**src/rtl/fetch_stage_if.sv**
```systemverilog
// Fetch-stage signal bundle: instruction bus request/response, redirect
// from execute, and the if_id payload handshake towards decode.
interface fetch_stage_if #(
  parameter int unsigned XLEN = 64
);
  logic            ireq_valid;
  logic [XLEN-1:0] ireq_addr;
  logic            iresp_data_ok;
  logic [31:0]     iresp_data;
  logic            redirect_valid;
  logic [XLEN-1:0] redirect_pc;
  logic            out_valid;
  logic [31:0]     out_instr;
  logic [XLEN-1:0] out_pc;
  logic            out_ready;

  // Fetch stage side
  modport master (
    output ireq_valid, ireq_addr, out_valid, out_instr, out_pc,
    input  iresp_data_ok, iresp_data, redirect_valid, redirect_pc, out_ready
  );

  // Environment side: bus, execute and decode
  modport slave (
    input  ireq_valid, ireq_addr, out_valid, out_instr, out_pc,
    output iresp_data_ok, iresp_data, redirect_valid, redirect_pc, out_ready
  );
endinterface

```
**src/rtl/fetch_stage.sv**
```systemverilog
// Instruction-fetch stage: owns the PC, keeps one request outstanding on the
// instruction bus, buffers returned words with their PC in a small FIFO and
// hands them to decode. Redirects flush the FIFO and restart fetch.
module fetch_stage #(
  parameter int unsigned            XLEN       = 64,
  parameter logic [XLEN-1:0]        RESET_PC   = 64'h8000_0000,
  parameter int unsigned            FIFO_DEPTH = 2
) (
  input logic          clk,
  input logic          reset,
  fetch_stage_if.master bus
);

  localparam int unsigned CW = $clog2(FIFO_DEPTH + 1);
  localparam int unsigned PW = (FIFO_DEPTH > 1) ? $clog2(FIFO_DEPTH) : 1;
  localparam logic [CW-1:0] DEPTH_C = CW'(FIFO_DEPTH);
  localparam logic [PW-1:0] LAST_C  = PW'(FIFO_DEPTH - 1);

  typedef enum logic [1:0] {
    IDLE    = 2'd0,
    REQ     = 2'd1,
    DISCARD = 2'd2
  } state_t;

  state_t          state_q, state_d;
  logic [XLEN-1:0] pc_q, pc_d;
  logic [XLEN-1:0] req_addr_q, req_addr_d;
  logic [CW-1:0]   count_q;
  logic [PW-1:0]   head_q, tail_q;
  logic [31:0]     instr_mem [FIFO_DEPTH];
  logic [XLEN-1:0] pc_mem    [FIFO_DEPTH];

  logic            push, pop, flush;
  logic [XLEN-1:0] redir_pc;
  logic [XLEN-1:0] req_next;
  logic [CW-1:0]   count_after;

  // Every redirect flushes, whatever the state; flush outranks pop and push.
  assign flush       = bus.redirect_valid;
  assign pop         = bus.out_valid && bus.out_ready && !flush;
  assign redir_pc    = {bus.redirect_pc[XLEN-1:2], 2'b00};
  assign req_next    = req_addr_q + XLEN'(4);
  // Only used on a push from REQ, where a free slot was reserved, so no overflow.
  assign count_after = count_q + CW'(1) - CW'(pop);

  assign bus.ireq_valid = (state_q == REQ) || (state_q == DISCARD);
  assign bus.ireq_addr  = req_addr_q;
  assign bus.out_valid  = (count_q != '0);
  assign bus.out_instr  = bus.out_valid ? instr_mem[head_q] : '0;
  assign bus.out_pc     = bus.out_valid ? pc_mem[head_q]    : '0;

  // Next-state, PC and request-address selection.
  always_comb begin
    state_d    = state_q;
    pc_d       = pc_q;
    req_addr_d = req_addr_q;
    push       = 1'b0;
    unique case (state_q)
      IDLE: begin
        if (bus.redirect_valid) begin
          pc_d       = redir_pc;
          req_addr_d = redir_pc;
          state_d    = REQ;
        end else if (count_q < DEPTH_C) begin
          req_addr_d = pc_q;
          state_d    = REQ;
        end
      end
      REQ: begin
        if (bus.redirect_valid) begin
          pc_d = redir_pc;
          if (bus.iresp_data_ok) begin
            req_addr_d = redir_pc;
          end else begin
            state_d = DISCARD;
          end
        end else if (bus.iresp_data_ok) begin
          push = 1'b1;
          pc_d = req_next;
          if (count_after < DEPTH_C) begin
            req_addr_d = req_next;
          end else begin
            state_d = IDLE;
          end
        end
      end
      DISCARD: begin
        if (bus.redirect_valid) begin
          pc_d = redir_pc;
          if (bus.iresp_data_ok) begin
            req_addr_d = redir_pc;
            state_d    = REQ;
          end
        end else if (bus.iresp_data_ok) begin
          req_addr_d = pc_q;
          state_d    = REQ;
        end
      end
      default: state_d = IDLE;
    endcase
  end

  // FSM, PC and request-address registers.
  always_ff @(posedge clk) begin
    if (!reset) begin
      state_q    <= IDLE;
      pc_q       <= RESET_PC;
      req_addr_q <= RESET_PC;
    end else begin
      state_q    <= state_d;
      pc_q       <= pc_d;
      req_addr_q <= req_addr_d;
    end
  end

  // FIFO pointers and occupancy.
  always_ff @(posedge clk) begin
    if (!reset || flush) begin
      head_q  <= '0;
      tail_q  <= '0;
      count_q <= '0;
    end else begin
      if (push) begin
        tail_q <= (tail_q == LAST_C) ? '0 : tail_q + PW'(1);
      end
      if (pop) begin
        head_q <= (head_q == LAST_C) ? '0 : head_q + PW'(1);
      end
      unique case ({push, pop})
        2'b10:   count_q <= count_q + CW'(1);
        2'b01:   count_q <= count_q - CW'(1);
        default: count_q <= count_q;
      endcase
    end
  end

  // FIFO storage; empty-slot contents are masked at the output.
  always_ff @(posedge clk) begin
    if (push) begin
      instr_mem[tail_q] <= bus.iresp_data;
      pc_mem[tail_q]    <= req_addr_q;
    end
  end

endmodule

```
**src/flat_wrapper.sv**
```systemverilog
// flat-port wrapper written by rule: the top's interface ports become plain ports
module fetch_stage_flat 
#(
  parameter int unsigned            XLEN       = 64,
  parameter logic [XLEN-1:0]        RESET_PC   = 64'h8000_0000,
  parameter int unsigned            FIFO_DEPTH = 2
)
  (clk, reset, bus_ireq_valid, bus_ireq_addr, bus_out_valid, bus_out_instr, bus_out_pc, bus_iresp_data_ok, bus_iresp_data, bus_redirect_valid, bus_redirect_pc, bus_out_ready);
  fetch_stage_if #(.XLEN(XLEN)) bus_i ();
  input logic clk;
  input logic reset;
  output wire logic [$bits(bus_i.ireq_valid)-1:0] bus_ireq_valid;
  output wire logic [$bits(bus_i.ireq_addr)-1:0] bus_ireq_addr;
  output wire logic [$bits(bus_i.out_valid)-1:0] bus_out_valid;
  output wire logic [$bits(bus_i.out_instr)-1:0] bus_out_instr;
  output wire logic [$bits(bus_i.out_pc)-1:0] bus_out_pc;
  input wire logic [$bits(bus_i.iresp_data_ok)-1:0] bus_iresp_data_ok;
  input wire logic [$bits(bus_i.iresp_data)-1:0] bus_iresp_data;
  input wire logic [$bits(bus_i.redirect_valid)-1:0] bus_redirect_valid;
  input wire logic [$bits(bus_i.redirect_pc)-1:0] bus_redirect_pc;
  input wire logic [$bits(bus_i.out_ready)-1:0] bus_out_ready;
  assign bus_ireq_valid = bus_i.ireq_valid;
  assign bus_ireq_addr = bus_i.ireq_addr;
  assign bus_out_valid = bus_i.out_valid;
  assign bus_out_instr = bus_i.out_instr;
  assign bus_out_pc = bus_i.out_pc;
  assign bus_i.iresp_data_ok = bus_iresp_data_ok;
  assign bus_i.iresp_data = bus_iresp_data;
  assign bus_i.redirect_valid = bus_redirect_valid;
  assign bus_i.redirect_pc = bus_redirect_pc;
  assign bus_i.out_ready = bus_out_ready;
  fetch_stage #(.XLEN(XLEN), .RESET_PC(RESET_PC), .FIFO_DEPTH(FIFO_DEPTH)) u_core (.clk(clk), .reset(reset), .bus(bus_i));
endmodule
```
**config.mk**
```make
export PLATFORM = sky130hd
export DESIGN_NAME = fetch_stage_flat
export DESIGN_NICKNAME = d
export VERILOG_FILES = /design/src/rtl/fetch_stage_if.sv /design/src/rtl/fetch_stage.sv /design/src/flat_wrapper.sv
export SDC_FILE = /design/constraint.sdc
export NUM_CORES = 1
export LEC_CHECK = 0
export BUFFER_PORTS_ARGS = -buffer_cell sky130_fd_sc_hd__clkbuf_2
export CAP_MARGIN = 20
export CORE_AREA = 2 2 209 211
export DETAILED_ROUTE_END_ITERATION = 7
export DIE_AREA = 0 0 211 213
export PLACE_DENSITY = 0.56
export SYNTH_ARGS = -nofsm -noshare
export SYNTH_HDL_FRONTEND = slang
export SYNTH_SLANG_ARGS = --single-unit
```
**constraint.sdc**
```tcl
create_clock -name clk -period 22.8 [get_ports clk]
set_input_delay 6.84 -clock clk [delete_from_list [all_inputs] [get_ports clk]]
set_output_delay 6.84 -clock clk [all_outputs]
set_load 0.01 [all_outputs]
```
==> results of run 1 <==
==> worst min-delay path, delay by kind of cell (launching register included) <==
kind               cells  cell delay, ps
AOI/OAI and AO/OA      1              50
DFF                    1             310
and+or+nand+nor        1              50
==> through the flow <==
step / power [mW] / worst slack [ps]
after floorplan: 1.14 / 10410
after global placement: 1.34 / 11850
after detailed placement: 1.36 / 11870
after CTS: 1.96 / 12450
after global routing: 2.05 / 12250
final: 1.96 / 12370
==> power groups by stage <==
stage / sequential, mW / combinational [mW] / clock (mW)
2_1_floorplan: 0.801 / 0.342 / 0
3_3_place_gp: 0.844 / 0.501 / 0
3_5_place_dp: 0.849 / 0.510 / 0
4_1_cts: 0.837 / 0.512 / 0.613
5_1_grt: 0.851 / 0.566 / 0.637
6_report: 0.841 / 0.519 / 0.598
==> cells in the final DEF, fill, tap and decap left out, drive strengths merged, types with 22 or more instances in the layout <==
master  synthesis  final
clkbuf        124    311
nor2          194    194
edfxtp        192    192
mux2i         158    158
dfxtp         135    135
nand2         128    128
o21ai         119    119
a21oi         107    107
nand3          79     79
buf            24     35
and3           33     33
xor2           29     29
nor4           28     28
o211ai         26     26
a221oi         26     26
nand4          25     25
xnor2          24     24
nor3           22     22
==> logic make-up (layout without fill, tap and decap cells) <==
kind of cell / count (synthesis) / in the layout / synth area share
AND/OR/NAND/NOR: 583 / 583 / 0.166
multiplexers: 160 / 160 / 0.0949
adder cells (fa/ha/maj): 7 / 7 / 0.00518
buffers and inverters: 162 / 373 / 0.0375
XOR/XNOR: 53 / 53 / 0.0275
AO/OA/AOI/OAI: 435 / 435 / 0.168
other: 0 / 5 / 0
flip-flops: 327 / 327 / 0.501
==> registers in the layout, summed over array words and instances (netlist names), named ones only <==
register              cells
u_core.pc_mem           128
u_core.bus.ireq_addr     64
u_core.instr_mem         64
u_core.pc_q              64
u_core.count_q            2
u_core.state_q            2
u_core.head_q             1
u_core.tail_q             1
==> cell type report <==
cell class | count | area [µm²]
diodes | 5 | 12.5
clock inverters | 13 | 173
fillers | 4087 | 22800
clock buffers | 52 | 1020
inverters | 14 | 53.8
flip-flops and latches | 327 | 8470
repair buffers | 294 | 1560
multi-input cells | 1238 | 7880
well taps | 546 | 683
==> worst paths after layout <==
kind / from / endpoint
hold reg to reg: u_core.pc_q[0] / u_core.pc_q[0]
setup / recovery: bus_redirect_valid / u_core.bus.ireq_addr[53]
hold / removal: u_core.pc_q[0] / u_core.pc_q[0]
setup reg to reg: u_core.state_q[1] / u_core.bus.ireq_addr[53]
==> layer usage <==
| layer | up-vias | GRT usage | wire [µm] |
|---|---|---|---|
| met5 | - | 0 | 0 |
| met4 | 0 | 0.0923 | 1440 |
| met3 | 98 | 0.0532 | 4900 |
| met2 | 678 | 0.402 | 26600 |
| met1 | 7227 | 0.339 | 24900 |
| li1 | 6871 | - | - |
==> reports/metrics.csv, run 1 <==
stage,metric,value,unit
cts,TritonCTS clock tree,done,
power_and_ir_drop,Internal Power,1.26,mW
finish,final core utilization,0.465,
worst_setup_path,CP most frequent cell,buf_4,
sta,RSZ-0062 raised after global routing,no,
cts,H-tree depth,2,
sta,Hold Slack,453,ps
finish,synthesis-to-layout area growth,17.5,%
synth,post-synthesis sequential area ratio,0.501,
synth,Synth Net Count,1835,
cts,post-cts sizing count,0,
placed_design,Detail Placement HPWL,37.4,mm
synth,post-synthesis cell area,16900,µm²
placed_design,placed cell areas,18700,µm²
worst_setup_path,CP Depth,9,
cts,Max clock buf depth,3,
cts,Skew-Pair Late Insertion Delay,560,ps
synth,"count leader, synth",nor2_1,
synth,"EDFF count, synth",192,
worst_setup_path,flop-to-flop setup slack,18890,ps
sta,Final min period,10430,ps
placed_design,IO Port Bufs,260,
floorplan,die width,211,µm
worst_setup_path,"Max FO, Critical Path",87,
cts,Setup Buffers After CTS,0,
synth,synth top area cells,"edfxtp_1 34%, dfxtp_1 16%, mux2i_1 9.4%, nor2_1 4.3%, o21ai_0 3.5%",
worst_setup_path,critical path launch point type,primary input,
worst_setup_path,Worst path slowest cell,buf_2,
sta,slew of the pin with the lowest slew margin,1190,ps
routing,ANT nets after route,0,
power_and_ir_drop,Max VDD drop,0.0452,mV
floorplan,core area,42700,µm²
synth,Commonest cells post-synth,"194 x nor2_1, 192 x edfxtp_1, 158 x mux2i_1",
routing,Pre-antenna DRT Iters,6,
power_and_ir_drop,Seq pwr share,0.429,
power_and_ir_drop,clock share of power,0.306,
cts,CTS Hold Bufs,0,
synth,synth unique cells,71,
synth,#FFs+latches synth,327,
power_and_ir_drop,Net Sw Power,0.699,mW
routing,Wirelength per Cell,23.2,µm
run_status,status,finished clean,
sta,max-slew violations,0,
synth,asr flop ratio synth,0,
min_path,WHS Path Cells,2,
sta,Slew headroom,0.198,
floorplan,# rows,76,
finish,cell area after layout,19900,µm²
min_path,Hold Crit Class,register to register,
power_and_ir_drop,PwrDens,98.6,nW/µm²
cts,Root Driver,clkbuf_16,
global_routing,GRT Total Usage,0.252,
sta,setup violators final,0,
finish,Final Non-Filler Cells,2489,
synth,post-synthesis cell count,1727,
floorplan,Initial Util,0.396,
sta,Final period util,0.457,
worst_setup_path,crit path kind,primary input to register,
power_and_ir_drop,Combinational Power Share,0.265,
placed_design,gpl congestion,0.858,
sta,Fin. Hold Viols,0,
sta,total negative slack,0,ps
floorplan,Die ar.,44900,µm²
worst_setup_path,Top delay family on crit path,buffers and inverters,
worst_setup_path,Required @ worst endpoint,23230,ps
worst_setup_path,cell breakdown of the critical path,"buf_2, buf_4, nor2b_2, buf_4, a21oi_4, buf_4, o21ai_0, o2bb2ai_1, o21a_1",
worst_setup_path,CP endpoint kind,register,
routing,via count,14874,
power_and_ir_drop,Sw Ratio,0.357,
power_and_ir_drop,Leak,7.21,nW
synth,area share of the largest cell type after synthesis,0.341,
synth,Mapped Avg Cell Area,9.79,µm²
worst_setup_path,critical path arrival,10860,ps
sta,final setup skew,30.4,ps
cts,total CTS buffers,37,
synth,yosys warns,0,
finish,layout cells sized above 1,0.198,
synth,post-synth top area cell,edfxtp_1,
global_routing,largest net degree at the start of global routing,88,
floorplan,die height,213,µm
routing,Post-Route WL,57.9,mm
job,Max Cap Violations,0,
routing,DRC violations left,0,
worst_setup_path,CP bufs+invs,4,
global_routing,via count of the first global-routing pass,14185,
finish,Final Net Count,2020,
global_routing,initial antenna violation count,6,
routing,number of vias per cell,5.98,
global_routing,grt ovf,0,
floorplan,I/O pins,263,
cts,CTS sink cnt,327,
routing,1st-iter DRT viols,1487,
cts,"CTS clk-pin slew, worst paths",60,ps
sta,Max Freq,95.9,MHz
worst_setup_path,CP peak stage delay,750,ps
placed_design,DP Cell Count,2419,
worst_setup_path,Worst Reg-to-Reg Cells,10,
global_routing,first-pass GRT wire length,86.4,mm
synth,ys flop type,edfxtp_1,
Note: power is estimated with default switching activity, not from simulation.
==> run 2: changes to the inputs <==
==> constraint.sdc (replaced) <==
create_clock -name clk -period 9.7 [get_ports clk]
set_input_delay 2.91 -clock clk [delete_from_list [all_inputs] [get_ports clk]]
set_output_delay 2.91 -clock clk [all_outputs]
set_load 0.01 [all_outputs]
==> reports/metrics.csv, run 2 (synthesis gave the netlist of run 1 again) <==
stage,metric,value,unit,change
worst_setup_path,flop-to-flop setup slack,5850,ps,-13040 ps
routing,via count,14960,,+0.58%
floorplan,Die ar.,44900,µm²,unchanged
global_routing,largest net degree at the start of global routing,88,,unchanged
finish,final core utilization,0.467,,+0.00232
worst_setup_path,critical path arrival,6580,ps,-4280 ps
cts,post-cts sizing count,0,,unchanged
finish,Final Net Count,2025,,+0.25%
cts,CTS Hold Bufs,0,,unchanged
finish,most frequent cells in the layout,"259 x clkbuf_2, 192 x edfxtp_1, 191 x nor2_1",,
min_path,Hold Crit Start,u_core.pc_q[0],,
placed_design,IO Port Bufs,260,,unchanged
worst_setup_path,Required @ worst endpoint,10160,ps,-13070 ps
floorplan,core area,42700,µm²,unchanged
job,Max Cap Violations,0,,unchanged
worst_setup_path,"Max FO, Critical Path",33,,-62%
floorplan,die width,211,µm,unchanged
cts,"CTS clk-pin slew, worst paths",60,ps,about the same
placed_design,Detail Placement HPWL,37.5,mm,+0.44%
floorplan,die height,213,µm,unchanged
floorplan,I/O pins,263,,unchanged
routing,DRC violations left,0,,unchanged
floorplan,# rows,76,,unchanged
global_routing,grt ovf,0,,unchanged
cts,H-tree depth,2,,unchanged
sta,Max Freq,163,MHz,
sta,slew of the pin with the lowest slew margin,1090,ps,-98.5 ps
cts,TritonCTS clock tree,done,,
sta,Final min period,6120,ps,
routing,Pre-antenna DRT Iters,6,,unchanged
power_and_ir_drop,Max VDD drop,0.107,mV,+140%
global_routing,GRT Total Usage,0.250,,-0.00274
sta,Final period util,0.631,,
worst_setup_path,critical path launch point type,primary input,,
cts,Setup Buffers After CTS,0,,unchanged
cts,CTS sink cnt,327,,unchanged
worst_setup_path,crit path kind,primary input to register,,
worst_setup_path,Reg-to-Reg Start,u_core.state_q[1],,
finish,layout cells sized above 1,0.198,,+0.000317
floorplan,Initial Util,0.396,,unchanged
cts,Skew-Pair Late Insertion Delay,550,ps,about the same
routing,number of vias per cell,6.00,,+0.34%
sta,max-slew violations,0,,unchanged
cts,Root Driver,clkbuf_16,,
routing,Wirelength per Cell,23.3,µm,about the same
worst_setup_path,worst setup path start,bus_redirect_valid,,
sta,Fin. Hold Viols,0,,unchanged
routing,Post-Route WL,58.0,mm,+0.31%
global_routing,first-pass GRT wire length,86.2,mm,-0.27%
finish,largest register by flop count,u_core.pc_mem,,
placed_design,gpl congestion,0.889,,+3.6%
sta,total negative slack,0,ps,unchanged
cts,total CTS buffers,38,,+2.7%
sta,Slew headroom,0.272,,+0.0741
routing,1st-iter DRT viols,1475,,-0.81%
worst_setup_path,CP endpoint kind,register,,
cts,Max clock buf depth,3,,unchanged
run_status,status,finished clean,,
sta,RSZ-0062 raised after global routing,no,,
routing,ANT nets after route,0,,unchanged
global_routing,via count of the first global-routing pass,14062,,-0.87%
global_routing,initial antenna violation count,4,,-2
power_and_ir_drop,Leak,7.27,nW,+0.72%
min_path,Hold Crit Class,register to register,,
sta,setup violators final,0,,unchanged
finish,"most common cell after layout, fill and taps aside",clkbuf_2,,
finish,synthesis-to-layout area growth,18.1,%,
finish,Largest register FFs,128,,unchanged
sta,final setup skew,30.3,ps,-0.0510 ps
power_and_ir_drop,PwrDens,233,nW/µm²,+140%
[run 2: cell count changes in the layout (fill, tap and decap cells not counted), moves of 2 or more]
cell       previous run  this run
clkinv_1              3         9
buf_4                33        35
clkbuf_8              4         1
clkbuf_16            37        41
buf_12                0         2
[run 2: critical path, stage by stage]
cell      delay (ps)
buf_2            730
clkinv_1         870
nand2_1          980
buf_4            520
nor2_1            80
or3_1            310
a21oi_1          140
[run 2: layout make-up]
class / count / area [µm²]
multi-input cells: 1238 / 7880
flip-flops and latches: 327 / 8470
inverters: 14 / 53.8
diodes: 4 / 10.0
clock buffers: 52 / 1080
well taps: 546 / 683
clock inverters: 16 / 170
repair buffers: 298 / 1610
fillers: 3979 / 22700
[run 2: path summary, 6_finish.rpt]
path                                    to  cells after the start
hold reg to reg             u_core.pc_q[0]                      2
setup / recovery            u_core.pc_q[6]                      7
hold / removal              u_core.pc_q[0]                      2
setup reg to reg  u_core.bus.ireq_addr[53]                     11
[run 2: power by group]
group | total [mW] | switching, mW | internal, mW | leakage, nW
Sequential | 1.97 | 0.291 | 1.68 | 2.88
Combinational | 1.23 | 0.784 | 0.443 | 3.78
Clock | 1.46 | 0.576 | 0.880 | 0.609
Total | 4.65 | 1.65 | 3.00 | 7.27
[run 2: routing by layer]
metal / track usage / vias up / routed length (µm)
li1: - / 6907 / -
met2: 0.394 / 656 / 26400
met1: 0.344 / 7288 / 25300
met3: 0.0466 / 109 / 4780
met5: 0 / - / 0
met4: 0.0867 / 0 / 1630
[run 2: stage by stage]
stage / setup slack (ps) / power, mW / std cells / hold WS (ps) / area, µm²
after global routing: 3460 / 4.87 / 2494 / 472 / 20000
final: 3580 / 4.65 / 2495 / 451 / 20000
after floorplan: 1240 / 2.68 / 1727 / 424 / 16900
after CTS: 3680 / 4.66 / 2490 / 451 / 19900
after global placement: 3140 / 3.16 / 2420 / 438 / 18700
after detailed placement: 3130 / 3.20 / 2422 / 442 / 18700
